`src/rtl/seq_det_pkg.sv`:
```
// Shared definitions for the two-source sequence detector arbiter.
package seq_det_pkg;

  typedef enum logic [1:0] {
    IDLE = 2'd0,
    RUN0 = 2'd1,
    RUN1 = 2'd2
  } state_e;

  localparam logic [31:0] DEFAULT_PATTERN = 32'h43444143;

  localparam logic SRC0 = 1'b0;
  localparam logic SRC1 = 1'b1;

endpackage

```
`src/rtl/seq_det_core.sv`:
```
// Byte-stream pattern detector: a 32-bit window that shifts one byte in at the
// LSB per accepted byte, with a match flag that follows the accepting cycle.
module seq_det_core
  import seq_det_pkg::*;
#(
  parameter logic [31:0] PATTERN = DEFAULT_PATTERN
) (
  input  logic       clk,
  input  logic       rst,
  input  logic       clear_i,
  input  logic       shift_en_i,
  input  logic [7:0] byte_i,
  output logic       match_o
);

  logic [31:0] window_q, window_d;
  logic        armed_q;

  // Next window: cleared when a new frame is granted, otherwise shift in the accepted byte.
  always_comb begin
    window_d = window_q;
    if (clear_i) begin
      window_d = '0;
    end else if (shift_en_i) begin
      window_d = {window_q[23:0], byte_i};
    end
  end

  // Window register plus a flag remembering that the previous cycle shifted a byte in.
  always_ff @(posedge clk) begin
    if (rst) begin
      window_q <= '0;
      armed_q  <= 1'b0;
    end else begin
      window_q <= window_d;
      armed_q  <= shift_en_i;
    end
  end

  // Both terms are flops, so the pulse lands the cycle after the completing byte is accepted.
  assign match_o = armed_q && (window_q == PATTERN);

endmodule

```
`src/rtl/seq_det_arbiter.sv`:
```
// Round-robin frame arbiter sharing one sequence detector between two byte sources.
// Optional per-source saturating match counters are built when MATCH_CNT_EN is defined.
module seq_det_arbiter
  import seq_det_pkg::*;
#(
  parameter logic [31:0] PATTERN = DEFAULT_PATTERN
`ifdef MATCH_CNT_EN
  , parameter int CNT_W = 16
`endif
) (
  input  logic       clk,
  input  logic       rst,
  input  logic [7:0] s0_data,
  input  logic       s0_valid,
  input  logic       s0_last,
  output logic       s0_ready,
  input  logic [7:0] s1_data,
  input  logic       s1_valid,
  input  logic       s1_last,
  output logic       s1_ready,
  output logic       busy,
  output logic       match,
  output logic       match_src
`ifdef MATCH_CNT_EN
  , output logic [CNT_W-1:0] cnt0,
  output logic [CNT_W-1:0] cnt1
`endif
);

  state_e     state_q, state_d;
  logic       last_q, last_d;
  logic       src_q;
  logic       accept;
  logic       owner;
  logic [7:0] byteSel;
  logic       clear;

  // Grant selection in IDLE and end-of-frame detection while a source owns the detector.
  always_comb begin
    state_d = state_q;
    last_d  = last_q;
    clear   = 1'b0;
    accept  = 1'b0;
    owner   = SRC0;
    byteSel = s0_data;
    unique case (state_q)
      IDLE: begin
        if (s0_valid && s1_valid) begin
          state_d = (last_q == SRC0) ? RUN1 : RUN0;
        end else if (s0_valid) begin
          state_d = RUN0;
        end else if (s1_valid) begin
          state_d = RUN1;
        end
        clear = (state_d != IDLE);
      end
      RUN0: begin
        accept = s0_valid;
        if (s0_valid && s0_last) begin
          state_d = IDLE;
          last_d  = SRC0;
        end
      end
      RUN1: begin
        owner   = SRC1;
        byteSel = s1_data;
        accept  = s1_valid;
        if (s1_valid && s1_last) begin
          state_d = IDLE;
          last_d  = SRC1;
        end
      end
      default: state_d = IDLE;
    endcase
  end

  // State, last-served source (reset to source 1 so source 0 wins the first tie) and match tag.
  always_ff @(posedge clk) begin
    if (rst) begin
      state_q <= IDLE;
      last_q  <= SRC1;
      src_q   <= SRC0;
    end else begin
      state_q <= state_d;
      last_q  <= last_d;
      if (accept) begin
        src_q <= owner;
      end
    end
  end

  assign s0_ready  = (state_q == RUN0);
  assign s1_ready  = (state_q == RUN1);
  assign busy      = (state_q != IDLE);
  assign match_src = src_q;

  seq_det_core #(
    .PATTERN(PATTERN)
  ) u_core (
    .clk       (clk),
    .rst       (rst),
    .clear_i   (clear),
    .shift_en_i(accept),
    .byte_i    (byteSel),
    .match_o   (match)
  );

`ifdef MATCH_CNT_EN
  localparam logic [CNT_W-1:0] CNT_ONE = {{(CNT_W-1){1'b0}}, 1'b1};

  logic [CNT_W-1:0] cnt0_q, cnt1_q;

  // Count matches per source, holding at all-ones instead of wrapping.
  always_ff @(posedge clk) begin
    if (rst) begin
      cnt0_q <= '0;
      cnt1_q <= '0;
    end else if (match) begin
      if (src_q == SRC0 && cnt0_q != '1) begin
        cnt0_q <= cnt0_q + CNT_ONE;
      end
      if (src_q == SRC1 && cnt1_q != '1) begin
        cnt1_q <= cnt1_q + CNT_ONE;
      end
    end
  end

  assign cnt0 = cnt0_q;
  assign cnt1 = cnt1_q;
`endif

endmodule

```
`config.mk`:
```
export PLATFORM = sky130hd
export DESIGN_NAME = seq_det_arbiter
export DESIGN_NICKNAME = d
export VERILOG_FILES = /design/src/rtl/seq_det_pkg.sv /design/src/rtl/seq_det_core.sv /design/src/rtl/seq_det_arbiter.sv
export SDC_FILE = /design/constraint.sdc
export NUM_CORES = 1
export LEC_CHECK = 0
export ABC_AREA = 1
export CORE_ASPECT_RATIO = 0.5
export CORE_MARGIN = 2
export CORE_UTILIZATION = 50
export CTS_CLUSTER_SIZE = 16
export DETAILED_ROUTE_END_ITERATION = 6
export PLACE_DENSITY = 0.82
export SLEW_MARGIN = 20
export SYNTH_ARGS = -nofsm -noshare
export SYNTH_HDL_FRONTEND = slang
export SYNTH_HIERARCHICAL = 1
export SYNTH_SLANG_ARGS = --single-unit
```
`constraint.sdc`:
```
create_clock -name clk -period 2 [get_ports clk]
set_input_delay 0.2 -clock clk [delete_from_list [all_inputs] [get_ports clk]]
set_output_delay 0.2 -clock clk [all_outputs]
set_load 0.05 [all_outputs]
```
* After elaboration in Yosys (flattened, before gate mapping) *
Cells that the tools add are included.

storage, ports and cells
  register bits = 37
  input bits = 22
  output and inout port bits = 5
  logic and storage cells = 36

cells by class
  equal/unequal tests = 5
  muxes and demuxes = 15
  reduce and logical (&&, ||, !) cells = 11

operator list
  kind                  number
  $eq 32x31->1 const B  1
  $mux 2                7
  $mux 8                1
  $pmux 2 s3            1
  $reduce_bool 2->1     3
  $logic_and 1x1->1     4
  $mux 1                4
  $ne 2x1->1 const B    2
  $pmux 1 s2            2
  $reduce_and 3->1      1
  $eq 2x1->1 const B    1
  $eq 2x2->1 const B    1
  $logic_not 2->1       1
  $reduce_and 2->1      1
  $reduce_or 2->1       1

* Logic depth before layout (Yosys ltp) *
Gate-level depths: netlist (run 1).

  depth in word-level cells = 7
  mapped depth = 10
  depth with buffers taken out = 8

* By module *
The synthesis (run 1) kept the hierarchy.

modules (own cells, without submodules)
  module           times used  cells an instance  area each (µm²)  sequential area each (µm²)
  seq_det_core     1           171                1316.3           660.6
  seq_det_arbiter  1           74                 402.9            80.1

* Worst setup path after synthesis (run 1) *
OpenSTA, ideal clock, no wires.

  path type = register to register
  start point = register state_q[0]
  end point = register u_core.window_q[17]
  setup time = 0.070 ns
  arrival = 1.759 ns
  slack = 0.172 ns
  stages on the path, launching flop included = 9
  buffers on the path = 2
  period minus slack after synthesis = 1.828 ns
  path through = dfxtp_1 > inv_1 > ha_1 > nand2_1 > a21boi_2 > buf_2 > buf_2 > nand2_1 > a21oi_1

between the ends
  elaborated cells on any way between the ends = 11
  classes of those cells = eq/ne (2); mux (6); reduce/logical (3)

RTL lines
  what                    line                   text
  from (decl)             seq_det_arbiter.sv:30  state_e state_q, state_d;
  from (signal assigned)  seq_det_arbiter.sv:84  state_q <= state_d;
  $eq 2x2->1              n/a
  named net s1_ready      seq_det_arbiter.sv:20  output logic s1_ready,
  $pmux 1 s2              seq_det_arbiter.sv:46  unique case (state_q)
  named net accept        seq_det_arbiter.sv:33  logic accept;
  to (signal assigned)    seq_det_core.sv:35     window_q <= window_d;
  to (decl)               seq_det_core.sv:16     logic [31:0] window_q, window_d;

The timed path passes the listed nets, and every way through them passes these cells. The select of a mux whose other input is x is not followed.
A chain may end at the register's enable or synchronous reset.

* Worst setup path in the final report (run 1) *
  start point = register state_q[0]
  end point = register u_core.window_q[18]

between the ends
  elaborated cells on any way between the ends = 11
  classes of those cells = eq/ne (2); mux (6); reduce/logical (3)

RTL lines
  what                                             line
  $eq 2x2->1 / $eq 2x1->1 (equally long branches)  seq_det_arbiter.sv:46
  $pmux 1 s2 (*)                                   seq_det_arbiter.sv:46
  named net accept                                 seq_det_arbiter.sv:33

Mark *: on every way through the listed nets, which the timed path passes. The rest lies on a longest branch. The select of a mux whose other input is x is not followed.

==> results of run 1 <==
## worst min-delay path: stages (launching register included)
cell     delay [ps]
dfxtp_1         310
nand2_1          60
nand2_1          40
## where the power goes
part	leakage, nW	switching [mW]	internal, mW
combinational	0.503	0.636	0.338
sequential	0.299	0.0339	0.790
clock	0.0512	0.269	0.279
## cells by family after synthesis
family	share of synthesized area, %
DFF	43.1
adders and majority gates	2.18
AOI/OAI and AO/OA	13.8
and+or+nand+nor	32.5
buffers and inverters	8.37
## flip-flops by register name, indices dropped and copies added, names as in the netlist
| register | flops |
|---|---|
| u_core/armed_q | 1 |
| u_core/window_q | 32 |
| state_q | 2 |
| last_q | 1 |
| match_src | 1 |
## layout make-up
class                   instances  area [sq um]  area share (%)
clock inverters                 2          13.8           0.651
multi-input cells             181           835            39.5
flip-flops and latches         37           741            35.1
repair buffers                 30           335            15.9
well taps                      40          50.0            2.37
clock buffers                   6          82.6            3.91
inverters                      15          56.3            2.66
## layer usage
| layer | GRT usage (%) | vias up |
|---|---|---|
| met5 | 0 | - |
| met4 | 8.13 | 0 |
| met3 | 7.97 | 3 |
| met2 | 34.2 | 57 |
| met1 | 24.8 | 699 |
| li1 | - | 809 |
## synth_stat cells (all sizes together)
master	number	area [sq um]
o21bai	1	7.51
ha	3	37.5
o21ai	1	5.00
or2	2	12.5
buf	12	87.6
dfxtp	37	741
a211oi	4	65.1
nor3b	1	7.51
nor2	23	86.3
nand2	110	423
inv	15	56.3
a21oi	29	149
nor3	2	10.0
nand3	4	20.0
a21boi	1	11.3
## path summary, 6_finish.rpt
path,start,to,slack (ps),cells past startpoint
max reg2reg,state_q[0]$_SDFFE_PP0P_,u_core/window_q[18]$_SDFFE_PP0P_,250,6
min,last_q$_SDFFE_PP1P_,last_q$_SDFFE_PP1P_,460,2
min reg2reg,last_q$_SDFFE_PP1P_,last_q$_SDFFE_PP1P_,460,2
max,state_q[0]$_SDFFE_PP0P_,u_core/window_q[18]$_SDFFE_PP0P_,250,6
## metrics by stage
stage	total power, mW	hold slack [ps]
after floorplan	1.57	272
after global placement	1.78	443
after detailed placement	1.81	449
after CTS	2.36	462
after global routing	2.48	484
final	2.35	456
## what timing repair did
item	CTS	global route
setup endpoints to repair	0	1
hold buffers	0	0
resized for setup	0	1
==> flow_metrics.env, run 1 <==
export IMPL_gp_congestion=0.807
export IMPL_hold_viol_final=0
export IMPL_syn2layout_area_growth_pct=22.9
export IMPL_crit_path_start_kind="flop"
export IMPL_wl_per_cell_um=11.7
export IMPL_dr_wl_met3_um=228
export IMPL_grt_max_degree=34
export IMPL_status="completed"
export IMPL_h_tree_depth=2
export IMPL_clock_fmax_mhz=571
export IMPL_nets=295
export IMPL_layout_common_cells="nand2_1 (108), dfxtp_1 (37), a21oi_1 (28)"
export IMPL_vdd_drop_max_mv=0.845
export IMPL_gr_total_overflow=0
export IMPL_wl_met2_mm=1.76
export IMPL_cts_buffer_depth=2
export IMPL_tritoncts="done"
export IMPL_start_util_pct=54.8
export IMPL_grt_pass1_wl_mm=6.12
export IMPL_cp_max_fo=33
export IMPL_period_share_pct=87.6
export IMPL_ys_seq_area_share_pct=43.1
export IMPL_p_leak_nw=0.853
export IMPL_drc=0
export IMPL_clock_skew_ps=6.35
export IMPL_met1Wirelength_mm=1.63
export IMPL_clkSinkCount=37
export IMPL_die_area_sq_mm=0.00395
export IMPL_maxUsedRoutingLayer="met4"
export IMPL_dpl_hpwl_mm=2.53
export IMPL_path_cells="inv_1 -> ha_1 -> a21boi_2 -> inv_2 -> nor2_1 -> a211oi_2"
export IMPL_numCtsBuffers=5
export IMPL_antenna_cells=0
export IMPL_ys_seq_elements=37
export IMPL_hold_path_class="flop to flop"
export IMPL_slowest_delay_ps=410
export IMPL_critical_path_buf_inv_count=2
export IMPL_synth_cells=245
export IMPL_row_count=14
export IMPL_yosysWarnings=6
export IMPL_layout_cells_non_filler=311
export IMPL_fin_crit_ps=1750
export IMPL_clock_root_buffer="clkbuf_8"
export IMPL_final_antenna_net_count=0
export IMPL_final_cell_area_sq_mm=0.00211
export IMPL_wl_mm=3.64
export IMPL_worst_pin_slew_ps=530
export IMPL_fin_ws_ps=249
export IMPL_end_kind="flop"
export IMPL_die_x_um=86.9
export IMPL_cp_slowest_cell="inv_2"
export IMPL_cp_data_required_time_ps=2210
export IMPL_port_buffers=26
export IMPL_synth_area_per_cell_sq_um=7.02
export IMPL_setup_viol_count_final=0
export IMPL_drtIter0Drc=127
export IMPL_drive_gt1_share_pct=9.96
export IMPL_rsz0062_at_grt="false"
export IMPL_detailroute_via_count=1568
export IMPL_worstPathArrival_ps=1960
export IMPL_crit_type="flop to flop"
export IMPL_clk_latency_ps=290
export IMPL_path_delay_family="buffers and inverters"
export IMPL_maxCapViolations=0
export IMPL_final_common_cell="nand2_1"
export IMPL_io_pins=27
export IMPL_grt_pass1_vias=1440
export IMPL_tns_ps=0
export IMPL_cts_setup_buffers=0
export IMPL_clkTransAtPathRegs_ps=70
export IMPL_placed_cell_area_sq_mm=0.00201
export IMPL_final_util_pct=67.4
export IMPL_core_sq_mm=0.00314
export IMPL_slew_headroom_pct=64.6
export IMPL_grt_total_usage_pct=20.6
export IMPL_synth_cell_types=23
export IMPL_vias_per_cell=5.04
export IMPL_dp_cells=303
export IMPL_firstDrtPassIters=5
export IMPL_netlist_area_sq_mm=0.00172
export IMPL_fill_cells=260
export IMPL_maxSlewViolCount=0
export IMPL_grt_antenna_before_repair=0
export IMPL_syn_num_nets=270
export IMPL_pre_cts_slack_ps=204
export IMPL_die_h_um=45.5
export IMPL_powerDensity_mw_per_mm2=1110
Power figures use the tool's default switching activity.
==> inputs of run 2 (changes only) <==
ABC_CLOCK_PERIOD_IN_PS = 2000   (was default)
PLACE_DENSITY = 0.75   (was 0.82)
TNS_END_PERCENT = 50   (was default)
==> run 2 against run 1 <==
Against the previous run: fmax is 1.3% higher; cell area rose by 0.12%; via count down 1.3%; clock power increased by 15%; sequential cell count unchanged; non-clock buffer count unchanged; global-route usage fell by 0.080 points; largest cell class unchanged.
==> flow_metrics.env, run 2 (synthesis gave the netlist of run 1 again) <==
export IMPL_fill_cells=274
export IMPL_vias_per_cell=4.99
export IMPL_drive_gt1_share_pct=10.0
export IMPL_rsz0062_at_grt="false"
export IMPL_firstDrtPassIters=4
export IMPL_row_count=14
export IMPL_port_buffers=26
export IMPL_core_sq_mm=0.00314
export IMPL_cp_data_required_time_ps=2210
export IMPL_fin_ws_ps=271
export IMPL_regMostFlops="u_core/window_q"
export IMPL_end_kind="flop"
export IMPL_period_share_pct=86.5
export IMPL_final_util_pct=67.5
export IMPL_wl_per_cell_um=11.8
export IMPL_timing_hold_ws_ps=453
export IMPL_ctsHoldBuffers=0
export IMPL_dp_cells=303
export IMPL_final_cell_area_sq_mm=0.00212
export IMPL_crit_path_start_kind="flop"
export IMPL_grt_pass1_vias=1475
export IMPL_gr_total_overflow=0
export IMPL_powerDensity_mw_per_mm2=1140
export IMPL_status="completed"
export IMPL_hold_viol_final=0
export IMPL_cts_resized_gates=0
export IMPL_tns_ps=0
export IMPL_maxCapViolations=0
export IMPL_p_int_mw=1.49
export IMPL_clock_fmax_mhz=578
export IMPL_clk_latency_ps=290
export IMPL_numCtsBuffers=5
export IMPL_swShare_pct=38.6
export IMPL_cp_max_fo=33
export IMPL_maxSlewViolCount=0
export IMPL_wl_mm=3.67
export IMPL_critical_path_buf_inv_count=2
export IMPL_seq_area_sq_um=741
export IMPL_p_comb_share_pct=40.0
export IMPL_whs_path_depth=2
export IMPL_slowest_delay_ps=410
export IMPL_vdd_drop_max_mv=0.847
export IMPL_drc=0
export IMPL_rr_worst_depth=6
export IMPL_hold_path_class="flop to flop"
export IMPL_layout_cells_non_filler=310
export IMPL_setup_viol_count_final=0
export IMPL_largest_reg_flops=32
export IMPL_grt_total_usage_pct=20.6
export IMPL_detailroute_via_count=1547
export IMPL_reg_top3="u_core/window_q x32, state_q x2"
export IMPL_cp_slowest_cell="inv_2"
export IMPL_nets=295
export IMPL_p_leak_nw=0.842
export IMPL_path_delay_family="buffers and inverters"
export IMPL_multiInputGateArea_sq_um=835
export IMPL_switchingPower_mw=0.932
export IMPL_p_seq_share_pct=34.0
export IMPL_grt_antenna_before_repair=0
export IMPL_clkTransAtPathRegs_ps=70
export IMPL_clkSinkCount=37
export IMPL_start_util_pct=54.8
export IMPL_clock_root_buffer="clkbuf_8"
export IMPL_die_x_um=86.9
export IMPL_worstSetupPathDepth=6
export IMPL_gp_congestion=0.890
export IMPL_antenna_cells=0
export IMPL_grt_max_degree=34
export IMPL_worst_pin_slew_ps=525
export IMPL_reg2reg_setup_slack_ps=270
export IMPL_fin_crit_ps=1730
export IMPL_grt_pass1_wl_mm=6.11
export IMPL_worstPathArrival_ps=1940
export IMPL_die_h_um=45.5
export IMPL_final_common_cell="nand2_1"
export IMPL_h_tree_depth=2
export IMPL_placed_cell_area_sq_mm=0.00201
export IMPL_slew_headroom_pct=65.0
export IMPL_io_pins=27
export IMPL_final_antenna_net_count=0
export IMPL_clock_skew_ps=5.68
export IMPL_tritoncts="done"
export IMPL_path_cells="inv_1 -> ha_1 -> a21boi_2 -> inv_2 -> nor2_1 -> a211oi_2"
export IMPL_cts_buffer_depth=2
export IMPL_dpl_hpwl_mm=2.49
export IMPL_layout_common_cells="nand2_1 (108), dfxtp_1 (37), a21oi_1 (28)"
export IMPL_pre_cts_slack_ps=194
export IMPL_drtIter0Drc=63
export IMPL_crit_type="flop to flop"
export IMPL_syn2layout_area_growth_pct=23.1
export IMPL_clockPowerShare_pct=26.0
export IMPL_finalPower_mw=2.42
export IMPL_die_area_sq_mm=0.00395
export IMPL_cts_setup_buffers=0
run 2: final timing paths:
path	from	endpoint
hold reg to reg	last_q$_SDFFE_PP1P_	last_q$_SDFFE_PP1P_
setup reg to reg	state_q[1]$_SDFFE_PP0P_	u_core/window_q[18]$_SDFFE_PP0P_
setup / recovery	state_q[1]$_SDFFE_PP0P_	u_core/window_q[18]$_SDFFE_PP0P_
hold / removal	last_q$_SDFFE_PP1P_	last_q$_SDFFE_PP1P_
run 2: final cells by class:
type | count | area share [%]
Sequential cell | 37 | 35.0
Clock inverter | 2 | 1.66
Inverter | 15 | 2.66
Timing Repair Buffer | 30 | 15.6
Tap cell | 40 | 2.37
Multi-Input combinational cell | 181 | 39.4
Clock buffer | 5 | 3.25
run 2: power groups by stage:
| stage | logic (mW) | registers [mW] | clock network [mW] |
|---|---|---|---|
| floorplan | 0.727 | 0.847 | 0 |
| global placement | 0.952 | 0.835 | 0 |
| detailed placement | 0.963 | 0.840 | 0 |
| CTS | 0.971 | 0.822 | 0.638 |
| global route | 1.07 | 0.827 | 0.658 |
| finish | 0.967 | 0.823 | 0.628 |
run 2: worst min-delay path, stage by stage (launching register included):
cell,delay (ps)
dfxtp_1,310
nand2_1,60
nand2_1,40
run 2: metal layers:
metal	up-vias	wire length (um)	track usage, %
met5	-	0	0
met4	0	76	9.38
met3	9	203	6.52
met2	44	1690	34.8
met1	687	1700	24.6
li1	807	-	-
==> inputs of run 3 (changes only) <==
ABC_CLOCK_PERIOD_IN_PS = 1880   (was 2000)
clock period = 1.88 ns   (was 2 ns; I/O delays follow)
==> run 3 against run 2 <==
Against the previous run: sequential power increased by 6.1%; combinational power increased by 7%; core utilization decreased by 0.16 points; clock power increased by 4.3%; cell area decreased by 0.24%; fmax increased by 0.80%; final cell count decreased by 0.32%; critical path depth increased by 1; worst setup slack got worse by 110 ps; highest routed layer unchanged.
==> flow_metrics.env, run 3 (synthesis gave the netlist of run 1 again) <==
export IMPL_clock_root_buffer="clkbuf_8"
export IMPL_reg2reg_setup_slack_ps=160
export IMPL_largest_reg_flops=32
export IMPL_ctsHoldBuffers=0
export IMPL_grt_total_usage_pct=19.6
export IMPL_maxCapViolations=0
export IMPL_gr_total_overflow=0
export IMPL_hold_end="last_q$_SDFFE_PP1P_"
export IMPL_p_comb_share_pct=40.3
export IMPL_die_h_um=45.5
export IMPL_rsz0062_at_grt="false"
export IMPL_fin_crit_ps=1720
export IMPL_p_int_mw=1.58
export IMPL_rr_worst_depth=7
export IMPL_reg2reg_from="state_q[1]$_SDFFE_PP0P_"
export IMPL_h_tree_depth=2
export IMPL_antenna_cells=0
export IMPL_period_share_pct=91.3
export IMPL_drive_gt1_share_pct=9.67
export IMPL_cts_buffer_depth=2
export IMPL_dpl_hpwl_mm=2.35
export IMPL_numCtsBuffers=5
export IMPL_vias_per_cell=5.02
export IMPL_cp_max_fo=32
export IMPL_swShare_pct=38.4
export IMPL_hold_path_class="flop to flop"
export IMPL_reg_top3="u_core/window_q x32, state_q x2"
export IMPL_worstHoldStart="last_q$_SDFFE_PP1P_"
export IMPL_clkTransAtPathRegs_ps=70
export IMPL_clkSinkCount=37
export IMPL_end_kind="flop"
export IMPL_setup_viol_count_final=0
export IMPL_worstPathArrival_ps=1930
export IMPL_clock_skew_ps=5.95
export IMPL_drc=0
export IMPL_vdd_drop_max_mv=0.907
export IMPL_p_seq_share_pct=34.1
export IMPL_die_x_um=86.9
export IMPL_wl_per_cell_um=11.2
export IMPL_grt_pass1_vias=1397
export IMPL_timing_hold_ws_ps=456
export IMPL_tns_ps=0
export IMPL_tritoncts="done"
export IMPL_drtIter0Drc=126
export IMPL_crit_path_start_kind="flop"
export IMPL_io_pins=27
export IMPL_clock_fmax_mhz=583
export IMPL_nets=294
export IMPL_final_common_cell="nand2_1"
export IMPL_layout_common_cells="nand2_1 (108), dfxtp_1 (37), a21oi_1 (28)"
export IMPL_die_area_sq_mm=0.00395
export IMPL_grt_pass1_wl_mm=5.91
export IMPL_crit_start="state_q[1]$_SDFFE_PP0P_"
export IMPL_regMostFlops="u_core/window_q"
export IMPL_cp_data_required_time_ps=2090
export IMPL_clockPowerShare_pct=25.6
export IMPL_start_util_pct=54.8
export IMPL_dp_cells=302
export IMPL_powerDensity_mw_per_mm2=1210
export IMPL_slew_headroom_pct=67.4
export IMPL_grt_antenna_before_repair=0
export IMPL_hold_viol_final=0
export IMPL_maxSlewViolCount=0
export IMPL_layout_cells_non_filler=309
export IMPL_fin_ws_ps=164
export IMPL_whs_path_depth=2
export IMPL_grt_max_degree=34
export IMPL_firstDrtPassIters=4
export IMPL_switchingPower_mw=0.982
export IMPL_gp_congestion=0.855
export IMPL_row_count=14
export IMPL_final_antenna_net_count=0
export IMPL_crit_type="flop to flop"
export IMPL_detailroute_via_count=1551
export IMPL_r2r_end="u_core/window_q[23]$_SDFFE_PP0P_"
export IMPL_p_leak_nw=0.837
export IMPL_pre_cts_slack_ps=48.0
export IMPL_wl_mm=3.45
export IMPL_status="completed"
export IMPL_clk_latency_ps=290
export IMPL_worst_pin_slew_ps=488
export IMPL_port_buffers=26
export IMPL_core_sq_mm=0.00314
export IMPL_syn2layout_area_growth_pct=22.8
-- run 3: cell count changes in the layout (fill, tap and decap cells not counted) --
cell and delta:
inv_2 -1, inv_4 +1, buf_4 -1
-- run 3: worst max path at each step --
| stage | to | depth (start not counted) |
|---|---|---|
| 5_1_grt | u_core/window_q[23]$_SDFFE_PP0P_ | 7 |
| 3_3_place_gp | u_core/window_q[15]$_SDFFE_PP0P_ | 6 |
| 6_report | u_core/window_q[23]$_SDFFE_PP0P_ | 7 |
| 2_1_floorplan | u_core/window_q[17]$_SDFFE_PP0P_ | 8 |
| 3_5_place_dp | u_core/window_q[18]$_SDFFE_PP0P_ | 6 |
| 4_1_cts | u_core/window_q[18]$_SDFFE_PP0P_ | 6 |
-- run 3: power by group through the flow --
stage	registers, mW	clock network [mW]	logic, mW
global placement	0.890	0	1.00
global route	0.881	0.701	1.13
floorplan	0.901	0	0.774
detailed placement	0.890	0	1.03
finish	0.873	0.655	1.03
CTS	0.874	0.668	1.03
-- run 3: final cells by class --
class	instances	area [sq um]
fill	262	1020
multi-input combinational	181	835
sequential	37	741
timing repair buffer	29	323
clock buffer	5	68.8
inverter	15	58.8
tap	40	50.0
clock inverter	2	35.0
-- run 3: what timing repair did --
| action | CTS | global route |
|---|---|---|
| setup endpoints to repair | 0 | 4 |
| buffers inserted | 0 | 0 |
| gates resized for setup | 0 | 2 |
-- run 3: routing by layer --
layer | vias to the layer above | track usage, % | wire [um]
met5 | - | 0 | 0
met3 | 5 | 6.16 | 255
li1 | 811 | - | -
met4 | 0 | 7.50 | 44
met1 | 688 | 25.6 | 1660
met2 | 47 | 31.0 | 1490
-- run 3: metrics by stage --
| step | power (mW) | utilization [%] | instance area (sq um) |
|---|---|---|---|
| 2_1_floorplan | 1.67 | - | 1720 |
| 3_3_place_gp | 1.89 | 63.9 | 2000 |
| 3_5_place_dp | 1.92 | 63.9 | 2000 |
| 4_1_cts | 2.57 | 67.2 | 2110 |
| 5_1_grt | 2.71 | 67.3 | 2110 |
| 6_report | 2.56 | 67.3 | 2110 |
-- run 3: critical path, cell delays in order, from the launching register on --
cell and delay, ps:
dfxtp_1 330, inv_1 110, ha_1 230, nand2_1 90
a21boi_2 340, buf_12 240, nor2_1 100, a211oi_4 190
